File: src/rtl/led_seq_ctrl_if.sv
// rtl/led_seq_ctrl_if.sv - config write port, playback controls and LED status bundle for led_seq_ctrl
interface led_seq_ctrl_if;
    logic       cfg_valid;
    logic       cfg_ready;
    logic [3:0] cfg_addr;
    logic [7:0] cfg_wdata;
    logic       start;
    logic       stop;
    logic       pause;
    logic [7:0] led_out;
    logic [2:0] step_idx;
    logic       busy;
    logic       done;

    // Driver side: the ui_in/uio_in decode (or a bench)
    modport master (
        output cfg_valid, cfg_addr, cfg_wdata, start, stop, pause,
        input  cfg_ready, led_out, step_idx, busy, done
    );

    // Sequencer side
    modport slave (
        input  cfg_valid, cfg_addr, cfg_wdata, start, stop, pause,
        output cfg_ready, led_out, step_idx, busy, done
    );
endinterface

File: src/rtl/led_seq_ctrl.sv
// rtl/led_seq_ctrl.sv - LED pattern sequencer with prescaler, pattern table and run/pause/stop control (optional PWM dimming: LED_SEQ_PWM_EN)
module led_seq_ctrl #(
    parameter int CNT_W     = 26,
    parameter int PAT_DEPTH = 8,
    parameter int RST_RATE  = 24
) (
    input  logic           clk,
    input  logic           rst_n,
    led_seq_ctrl_if.slave  bus
);

    localparam int IDX_W = (PAT_DEPTH > 1) ? $clog2(PAT_DEPTH) : 1;

    localparam logic [1:0] ST_IDLE  = 2'd0;
    localparam logic [1:0] ST_RUN   = 2'd1;
    localparam logic [1:0] ST_PAUSE = 2'd2;
    localparam logic [1:0] ST_DONE  = 2'd3;

    localparam logic [3:0] ADDR_RATE = 4'd8;
    localparam logic [3:0] ADDR_CTRL = 4'd9;
`ifdef LED_SEQ_PWM_EN
    localparam logic [3:0] ADDR_BRIGHT = 4'd10;
`endif

    localparam logic [3:0]       PAT_LIMIT = 4'(PAT_DEPTH);
    localparam logic [2:0]       LEN_MAX   = 3'(PAT_DEPTH - 1);
    localparam logic [4:0]       RATE_MAX  = 5'(CNT_W - 1);
    localparam logic [CNT_W-1:0] CNT_ONE   = {{(CNT_W-1){1'b0}}, 1'b1};

    logic [1:0]       state;
    logic [CNT_W-1:0] prescaler;
    logic [CNT_W-1:0] period_max;
    logic [4:0]       rate;
    logic [2:0]       len;
    logic             oneshot;
    logic [7:0]       pat [PAT_DEPTH];
    logic [7:0]       led_pat;
    logic [2:0]       idx;
    logic             done_q;

    logic             idle_like;
    logic             active;
    logic             cfg_ready;
    logic             cfg_fire;
    logic             tick;
    logic             at_last;
    logic [2:0]       idx_inc;
    logic [4:0]       rate_wr;
    logic [2:0]       len_wr;

    // Config is only accepted while nothing is playing, so the table never changes under the sequencer
    assign idle_like = (state == ST_IDLE) || (state == ST_DONE);
    assign active    = (state == ST_RUN) || (state == ST_PAUSE);
    assign cfg_ready = idle_like;
    assign cfg_fire  = bus.cfg_valid && cfg_ready;

    // Step period is 2^rate cycles: tick on the last count before the prescaler wraps
    assign period_max = (CNT_ONE << rate) - CNT_ONE;
    assign tick       = (prescaler == period_max);
    assign idx_inc    = idx + 3'd1;
    assign at_last    = (idx >= len);

    // Out-of-range values are clamped when written so the live registers are always legal
    assign rate_wr = ({27'd0, bus.cfg_wdata[4:0]} >= CNT_W) ? RATE_MAX : bus.cfg_wdata[4:0];
    assign len_wr  = (bus.cfg_wdata[2:0] > LEN_MAX) ? LEN_MAX : bus.cfg_wdata[2:0];

    // Playback state machine: stop beats start and tick; pause freezes prescaler, index and LEDs
    always_ff @(posedge clk or negedge rst_n) begin
        if (!rst_n) begin
            state     <= ST_IDLE;
            prescaler <= '0;
            idx       <= 3'd0;
            led_pat   <= 8'h00;
            done_q    <= 1'b0;
        end else begin
            done_q <= 1'b0;
            if (bus.stop) begin
                state     <= ST_IDLE;
                prescaler <= '0;
                idx       <= 3'd0;
                led_pat   <= 8'h00;
            end else if (bus.start && idle_like) begin
                // Reads the table as it stood before any write landing on this same edge
                state     <= ST_RUN;
                prescaler <= '0;
                idx       <= 3'd0;
                led_pat   <= pat[0];
            end else if (active) begin
                if (bus.pause) begin
                    state <= ST_PAUSE;
                end else begin
                    state <= ST_RUN;
                    if (tick) begin
                        prescaler <= '0;
                        if (!at_last) begin
                            idx     <= idx_inc;
                            led_pat <= pat[idx_inc[IDX_W-1:0]];
                        end else if (!oneshot) begin
                            idx     <= 3'd0;
                            led_pat <= pat[0];
                        end else begin
                            // One-shot finished: last entry stays lit
                            state  <= ST_DONE;
                            done_q <= 1'b1;
                        end
                    end else begin
                        prescaler <= prescaler + CNT_ONE;
                    end
                end
            end
        end
    end

`ifdef LED_SEQ_PWM_EN
    logic [7:0] brightness;
    logic [7:0] pwm_cnt;

    // Free-running PWM phase; LEDs are on while the phase is below the brightness level
    always_ff @(posedge clk or negedge rst_n) begin
        if (!rst_n) begin
            pwm_cnt <= 8'h00;
        end else begin
            pwm_cnt <= pwm_cnt + 8'h01;
        end
    end
`endif

    // Register file and pattern table; reset restores the alternating FF/00 blink table
    always_ff @(posedge clk or negedge rst_n) begin
        if (!rst_n) begin
            rate    <= 5'(RST_RATE);
            len     <= LEN_MAX;
            oneshot <= 1'b0;
            for (int i = 0; i < PAT_DEPTH; i++) begin
                pat[i] <= (i % 2 == 0) ? 8'hFF : 8'h00;
            end
`ifdef LED_SEQ_PWM_EN
            brightness <= 8'hFF;
`endif
        end else if (cfg_fire) begin
            if (bus.cfg_addr < PAT_LIMIT) begin
                pat[bus.cfg_addr[IDX_W-1:0]] <= bus.cfg_wdata;
            end else if (bus.cfg_addr == ADDR_RATE) begin
                rate <= rate_wr;
            end else if (bus.cfg_addr == ADDR_CTRL) begin
                len     <= len_wr;
                oneshot <= bus.cfg_wdata[7];
`ifdef LED_SEQ_PWM_EN
            end else if (bus.cfg_addr == ADDR_BRIGHT) begin
                brightness <= bus.cfg_wdata;
`endif
            end
        end
    end

    assign bus.cfg_ready = cfg_ready;
    assign bus.step_idx  = idx;
    assign bus.busy      = active;
    assign bus.done      = done_q;
`ifdef LED_SEQ_PWM_EN
    assign bus.led_out   = led_pat & {8{pwm_cnt < brightness}};
`else
    assign bus.led_out   = led_pat;
`endif

endmodule
File: src/flat_wrapper.sv
// flat-port wrapper written by rule: the top's interface ports become plain ports
module led_seq_ctrl_flat 
#(
    parameter int CNT_W     = 26,
    parameter int PAT_DEPTH = 8,
    parameter int RST_RATE  = 24
)
  (clk, rst_n, bus_cfg_valid, bus_cfg_addr, bus_cfg_wdata, bus_start, bus_stop, bus_pause, bus_cfg_ready, bus_led_out, bus_step_idx, bus_busy, bus_done);
  led_seq_ctrl_if bus_i ();
  input  logic clk;
  input  logic rst_n;
  input wire logic [$bits(bus_i.cfg_valid)-1:0] bus_cfg_valid;
  input wire logic [$bits(bus_i.cfg_addr)-1:0] bus_cfg_addr;
  input wire logic [$bits(bus_i.cfg_wdata)-1:0] bus_cfg_wdata;
  input wire logic [$bits(bus_i.start)-1:0] bus_start;
  input wire logic [$bits(bus_i.stop)-1:0] bus_stop;
  input wire logic [$bits(bus_i.pause)-1:0] bus_pause;
  output wire logic [$bits(bus_i.cfg_ready)-1:0] bus_cfg_ready;
  output wire logic [$bits(bus_i.led_out)-1:0] bus_led_out;
  output wire logic [$bits(bus_i.step_idx)-1:0] bus_step_idx;
  output wire logic [$bits(bus_i.busy)-1:0] bus_busy;
  output wire logic [$bits(bus_i.done)-1:0] bus_done;
  assign bus_i.cfg_valid = bus_cfg_valid;
  assign bus_i.cfg_addr = bus_cfg_addr;
  assign bus_i.cfg_wdata = bus_cfg_wdata;
  assign bus_i.start = bus_start;
  assign bus_i.stop = bus_stop;
  assign bus_i.pause = bus_pause;
  assign bus_cfg_ready = bus_i.cfg_ready;
  assign bus_led_out = bus_i.led_out;
  assign bus_step_idx = bus_i.step_idx;
  assign bus_busy = bus_i.busy;
  assign bus_done = bus_i.done;
  led_seq_ctrl #(.CNT_W(CNT_W), .PAT_DEPTH(PAT_DEPTH), .RST_RATE(RST_RATE)) u_core (.clk(clk), .rst_n(rst_n), .bus(bus_i));
endmodule
File: config.mk
export PLATFORM = sky130hd
export DESIGN_NAME = led_seq_ctrl_flat
export DESIGN_NICKNAME = d
export VERILOG_FILES = /design/src/rtl/led_seq_ctrl_if.sv /design/src/rtl/led_seq_ctrl.sv /design/src/flat_wrapper.sv
export SDC_FILE = /design/constraint.sdc
export NUM_CORES = 1
export LEC_CHECK = 0
export BUFFER_PORTS_ARGS = -buffer_cell sky130_fd_sc_hd__buf_2
export CORE_UTILIZATION = 56
export DETAILED_ROUTE_END_ITERATION = 8
export PLACE_DENSITY = 0.78
export SETUP_SLACK_MARGIN = 0.15
export SLEW_MARGIN = 10
export SYNTH_ARGS = -nofsm -noshare
export SYNTH_HDL_FRONTEND = slang
export SYNTH_SLANG_ARGS = --single-unit
File: constraint.sdc
create_clock -name clk -period 3.5 [get_ports clk]
set_input_delay 0.875 -clock clk [delete_from_list [all_inputs] [get_ports clk]]
set_output_delay 0.875 -clock clk [all_outputs]
set_load 0.01 [all_outputs]
==> impl_metrics.yaml, run 1 <==
outcome:
  status: "finished with violations"
  failed_checks: "DRC"
yosys:
  synth_warnings: 0
  synthFlopType: "dfrtp_1"
  ys_seq_elements: 113
  synth-edff-count: 0
  syn_inst: 624
  yosysTopAreaCell: "dfrtp_1"
  yosys-top-cells-count: "dfrtp_1 (76), mux2_2 (71), nor2_1 (51)"
  synthTopCellsByArea: "dfrtp_1 (29%), dfstp_2 (15%), mux2_2 (12%)"
  synth.most_common_cell: "dfrtp_1"
  synth_nets: 648
  async_flop_share_pct: 100
  synth.yosys.seq_area_share_pct: 43.1
  syn_area_per_cell_sq_um: 10.7
  synth_area_sq_um: 6670
  synth_top_area_share_pct: 28.5
  ys_types: 75
final_layout:
  area_growth_syn_to_layout_pct: 16.7
  nNetsFinal: 689
  final_util_pct: 67.6
  final_cells: 821
  final_design_area_no_fill_sq_um: 7780
  diodes: 0
  drive_gt1_share_pct: 37.8
route:
  final_antenna_net_count: 0
  routed_wl_microns: 17100
  dr.pass1.iters: 6
  wl_met3_microns: 817
  first_iter_violations: 383
  met2_length_microns: 8700
  top_layer: "met4"
  post_drt_via_cell_ratio: 6.42
  num_vias: 5270
  wl_per_cell_microns: 20.9
  drcViolationCount: 2
  m1WireLength_microns: 6870
timing:
  relSlewSlack_pct: 48.5
  hold_viol: 0
  drv_slew: 0
  max_slew.worst_pin.slew_ns: 0.769
  tns_ns: 0
  fmax_ghz: 0.297
  finalCritPeriodShare_pct: 96.2
  period_minus_slack_ns: 3.37
  finalSetupViolCount: 0
  holdWs_ns: 0.334
  fin_skew_ns: 0.0107
  rsz0062_at_grt: "true"
pwr:
  peakVddDrop_uv: 529
  powerDensity_nw_per_um2: 643
  p_leak_nw: 3.19
global_route:
  groute.usage.overall_pct: 29.5
  grt_pass1_wl_microns: 28000
  grt_max_degree: 97
  grt_pass1_vias: 5395
  gr-total-overflow: 0
  antenna_found_initial: 0
worst_hold_path:
  hold_path_class: "in2async"
setup_path:
  endpoint_kind: "flop"
  cpMaxStageDelayCell: "dfstp_2"
  critPathKind: "reg2reg"
  critPathLaunch: "u_core.rate[3]"
  cp_max_fo: 8
  slowest_delay_ns: 0.59
  crit_chain: "buf_12 -> nor3_2 -> nand2_2 -> ha_4 -> or3_1 -> a211oi_1 -> a2111o_1 -> or4_4 -> a2111oi_4 -> nand4_2 -> o31a_1 -> buf_6 -> o2bb2ai_1"
  critPathArrivalTime_ns: 3.65
  r2r-start: "u_core.rate[3]"
  cp-start-kind: "flop"
  crit_required_ns: 3.78
floorplan:
  ios: 32
  initial_core_util_pct: 57.9
  die_h_microns: 111
  std_cell_rows: 39
  dieArea_sq_um: 12400
  core_sq_um: 11500
  die_w_microns: 111
clock_network:
  path_clk_slew_ns: 0.05
  clock_latency_ns: 0.41
  max-clock-path-buffers: 2
  numCtsBuffers: 17
  cts_hold_buf: 0
  cts.sinks: 113
  cts_root_buf: "clkbuf_16"
  cts_tree: "yes"
  h-tree-depth: 4
place:
  postPlaceCellArea_sq_um: 7010
  numPortBuffers: 31
  gp_congestion: 0.939
  dpl.hpwl_microns: 12000
  dp_cells: 782
run:
  maxCapViolCount: 0
==> where the power goes <==
group	leakage (nW)	switching (mW)	internal, mW
clock	0.254	0.620	0.940
combinational	1.55	0.843	0.761
sequential	1.39	0.182	1.66
total	3.19	1.65	3.36
==> sequential cells by signal, indices dropped and copies added (netlist names) <==
name / count
u_core.pat: 64
u_core.bus.step_idx: 3
u_core.rate: 5
u_core.prescaler: 26
u_core.oneshot: 1
u_core.bus.done: 1
u_core.bus.led_out: 8
u_core.state: 2
u_core.len: 3
==> worst max-delay path: cells and delay by family (launching register included) <==
family	cells	cell delay, ns
buf+inv	2	0.30
flops	1	0.59
fa+ha+maj	1	0.18
simple gates	5	0.91
compound gates	5	1.26
==> worst paths after layout <==
path	to	slack, ns	cells after the start
min in group clk	u_core.pat[34]	0.51	1
max in group asynchronous	u_core.pat[15]	2.37	2
worst max register to register	u_core.bus.led_out[4]	0.13	13
worst min register to register	u_core.pat[34]	0.51	1
worst max-delay path	u_core.bus.led_out[4]	0.13	13
worst min-delay path	u_core.prescaler[23]	0.33	1
==> layout make-up <==
class / instances / area [sq um]
clock buffer: 20 / 457
clock inverter: 12 / 87.6
fill: 854 / 3730
inverter: 17 / 66.3
multi-input combinational: 451 / 3640
sequential: 113 / 2880
tap: 143 / 179
timing repair buffer: 65 / 478
==> through the flow <==
step                      setup WS [ns]  total power, mW
after floorplan                   0.160             2.83
after global placement           0.0906             3.20
after detailed placement         0.0689             3.25
after CTS                         0.182             4.84
after global routing             0.0354             5.24
final                             0.132             5.00
==> routing by layer <==
layer	track usage, %	up-vias
met4	14.5	0
met5	0	-
met1	36.1	2637
met2	50.5	179
li1	-	2398
met3	5.19	56
==> repair_timing <==
item                                    in CTS  in global routing
resized for setup                            2                 34
endpoints found under the setup margin      10                 17
pin swaps                                    0                 12
cloned                                       0                  0
buffers inserted                             0                  7
==> cell usage in the layout, fill, tap and decap left out, drive strengths merged, types with 4 or more instances in the layout <==
cell type,Yosys,routed
o2bb2ai,8,8
inv,17,18
nor4,5,5
mux2,71,71
a21o,5,5
nor3b,4,4
ha,6,6
a21oi,20,20
nand2,40,40
xnor2,14,14
dfrtp,76,76
nand3b,5,5
a211oi,8,8
buf,24,65
or3,8,8
mux4,16,16
nor2,51,51
and2,4,4
or4,7,7
nand2b,11,11
clkinv,0,6
o31ai,6,6
nand3,17,17
nand4,10,10
dfstp,37,37
o21ai,23,23
and3,10,10
clkbuf,19,20
or2,4,4
mux2i,9,9
and4,4,4
xor2,12,12
nor3,18,18
clkinvlp,0,5
==> logic make-up (layout without fill, tap and decap cells) <==
| family | count (synthesis) | count (layout) | share of synthesized area (%) |
|---|---|---|---|
| and+or+nand+nor | 207 | 207 | 16.6 |
| AOI/OAI and AO/OA | 116 | 116 | 12.6 |
| DFF | 113 | 113 | 43.1 |
| muxes | 96 | 96 | 18.7 |
| buffers and inverters | 60 | 114 | 4.37 |
| xor gates and xnor gates | 26 | 26 | 3.41 |
| adders and majority gates | 6 | 6 | 1.13 |
Note: power is estimated with default switching activity, not from simulation.
==> run 2, diff against run 1 <==
--- a/config.mk
+++ b/config.mk
@@ -5,7 +5,7 @@
 export SDC_FILE = /design/constraint.sdc
 export NUM_CORES = 1
 export LEC_CHECK = 0
-export BUFFER_PORTS_ARGS = -buffer_cell sky130_fd_sc_hd__buf_2
+export BUFFER_PORTS_ARGS = -buffer_cell sky130_fd_sc_hd__buf_4
 export CORE_UTILIZATION = 56
 export DETAILED_ROUTE_END_ITERATION = 8
 export PLACE_DENSITY = 0.78
==> run 2 against run 1 <==
  * The run still ends with DRC left
  * Clock power increased by 17%
  * Core utilization up 0.32 points
  * Critical path depth down 1
  * Global-route usage up 0.62 points
  * Maximum frequency rose by 3.9%
  * Clock skew decreased by 0.0031 ns
  * Via count decreased by 1.5%
  * Sequential share of layout area shrank 0.16 points
  * Combinational power fell by 4%
  * Worst hold slack better by 0.057 ns
  * Sequential power about the same
  * Largest power group unchanged
  * Highest routed layer unchanged
==> impl_metrics.yaml, run 2 (synthesized netlist as in run 1, its figures left out) <==
timing:
  relSlewSlack_pct: 44.6
  rsz0062_at_grt: "false"
  finalSetupViolCount: 0
  max_slew.worst_pin.slew_ns: 0.828
  hold_viol: 0
  fmax_ghz: 0.308
  holdWs_ns: 0.391
  drv_slew: 0
  period_minus_slack_ns: 3.24
  tns_ns: 0
  fin_skew_ns: 0.00764
  finalCritPeriodShare_pct: 92.6
floorplan:
  std_cell_rows: 39
  core_sq_um: 11500
  ios: 32
  initial_core_util_pct: 57.9
  die_h_microns: 111
  dieArea_sq_um: 12400
  die_w_microns: 111
global_route:
  grt_pass1_vias: 5495
  groute.usage.overall_pct: 30.1
  antenna_found_initial: 0
  grt_max_degree: 61
  grt_pass1_wl_microns: 28400
  gr-total-overflow: 0
route:
  drcViolationCount: 2
  final_antenna_net_count: 0
  num_vias: 5189
  dr.pass1.iters: 7
  wl_per_cell_microns: 20.9
  routed_wl_microns: 17100
  first_iter_violations: 389
  post_drt_via_cell_ratio: 6.33
setup_path:
  cp-start-kind: "flop"
  cp_max_fo: 8
  r2r_setup_slack_ns: 0.26
  critPathArrivalTime_ns: 3.53
  crit_required_ns: 3.79
  critPathKind: "reg2reg"
  endpoint_kind: "flop"
pwr:
  sw_frac_of_total_pct: 31.4
  p_switching_mw: 1.63
  clockPowerShare_pct: 35.1
  pwr-share-seq_pct: 35.3
  powerDensity_nw_per_um2: 663
  peakVddDrop_uv: 521
  pwr-share-comb_pct: 29.6
  p_int_mw: 3.55
  p_leak_nw: 3.23
final_layout:
  area_growth_syn_to_layout_pct: 17.3
  diodes: 0
  nNetsFinal: 688
  final_common_cell: "dfrtp_1"
  final_cell_mix: "dfrtp_1 (74), mux2_2 (71), buf_4 (60)"
  largest_reg_flops: 64
  largest_register: "u_core.pat"
  final_design_area_no_fill_sq_um: 7820
  drive_gt1_share_pct: 35.7
clock_network:
  max-clock-path-buffers: 2
  h-tree-depth: 4
  cts_root_buf: "clkbuf_16"
  cts_tree: "yes"
  numCtsBuffers: 17
  cts.sinks: 113
  clock_latency_ns: 0.41
  path_clk_slew_ns: 0.06
place:
  postPlaceCellArea_sq_um: 7130
  dpl.hpwl_microns: 12200
  gp_congestion: 0.880
  numPortBuffers: 31
run:
  maxCapViolCount: 0
outcome:
  status: "finished with violations"
  failed_checks: "DRC"
worst_hold_path:
  hold_path_class: "in2async"
-- run 2: final timing paths --
path / cells after the start / from / end
max: 12 / u_core.rate[2] / u_core.bus.led_out[1]
min: 1 / rst_n / u_core.prescaler[18]
max reg2reg: 12 / u_core.rate[2] / u_core.bus.led_out[1]
min reg2reg: 1 / u_core.oneshot / u_core.oneshot
max in group asynchronous: 2 / rst_n / u_core.pat[28]
min in group clk: 1 / u_core.oneshot / u_core.oneshot
-- run 2: worst max-delay path, cell delays in order (launching register included) --
cell	delay [ns]
dfrtp_2	0.46
nor4_4	0.26
nand2_1	0.14
ha_4	0.21
inv_1	0.07
nor4_1	0.06
or3_4	0.39
or4_4	0.50
a2111oi_4	0.22
nand4_2	0.15
o31a_1	0.36
buf_6	0.16
o2bb2ai_1	0.12
-- run 2: final cells by class --
cell class / instances / area, sq um
Sequential cell: 113 / 2880
Inverter: 17 / 63.8
Tap cell: 143 / 179
Clock inverter: 13 / 173
Clock buffer: 19 / 453
Timing Repair Buffer: 64 / 522
Fill cell: 821 / 3690
Multi-Input combinational cell: 451 / 3550
-- run 2: power groups by stage --
stage	logic [mW]	registers (mW)	clock network (mW)
floorplan	1.06	1.78	0
global placement	1.43	1.81	0
detailed placement	1.47	1.83	0
CTS	1.49	1.82	1.84
global route	1.67	1.86	1.90
finish	1.53	1.83	1.82
-- run 2: metrics by stage --
stage	total power, mW	cells	worst slack (ns)	util [%]
2_1_floorplan	2.83	624	0.160	-
3_3_place_gp	3.24	786	0.243	61.9
3_5_place_dp	3.30	786	0.0688	61.9
4_1_cts	5.15	818	0.186	67.5
5_1_grt	5.43	820	0.152	67.9
6_report	5.18	820	0.257	67.9
-- run 2: routing by layer --
metal / GRT usage (%) / routed length, microns / vias up
li1: - / - / 2403
met1: 34.9 / 6760 / 2574
met2: 51.0 / 8830 / 166
met3: 7.22 / 825 / 46
met4: 17.7 / 702 / 0
met5: 0 / 0 / -
-- run 2: repair_timing --
| item | CTS | global route |
|---|---|---|
| pin swaps | 0 | 3 |
| setup buffers | 0 | 2 |
| hold buffers | 0 | 0 |
| gates resized for setup | 4 | 10 |
| endpoints found under the setup margin | 9 | 15 |
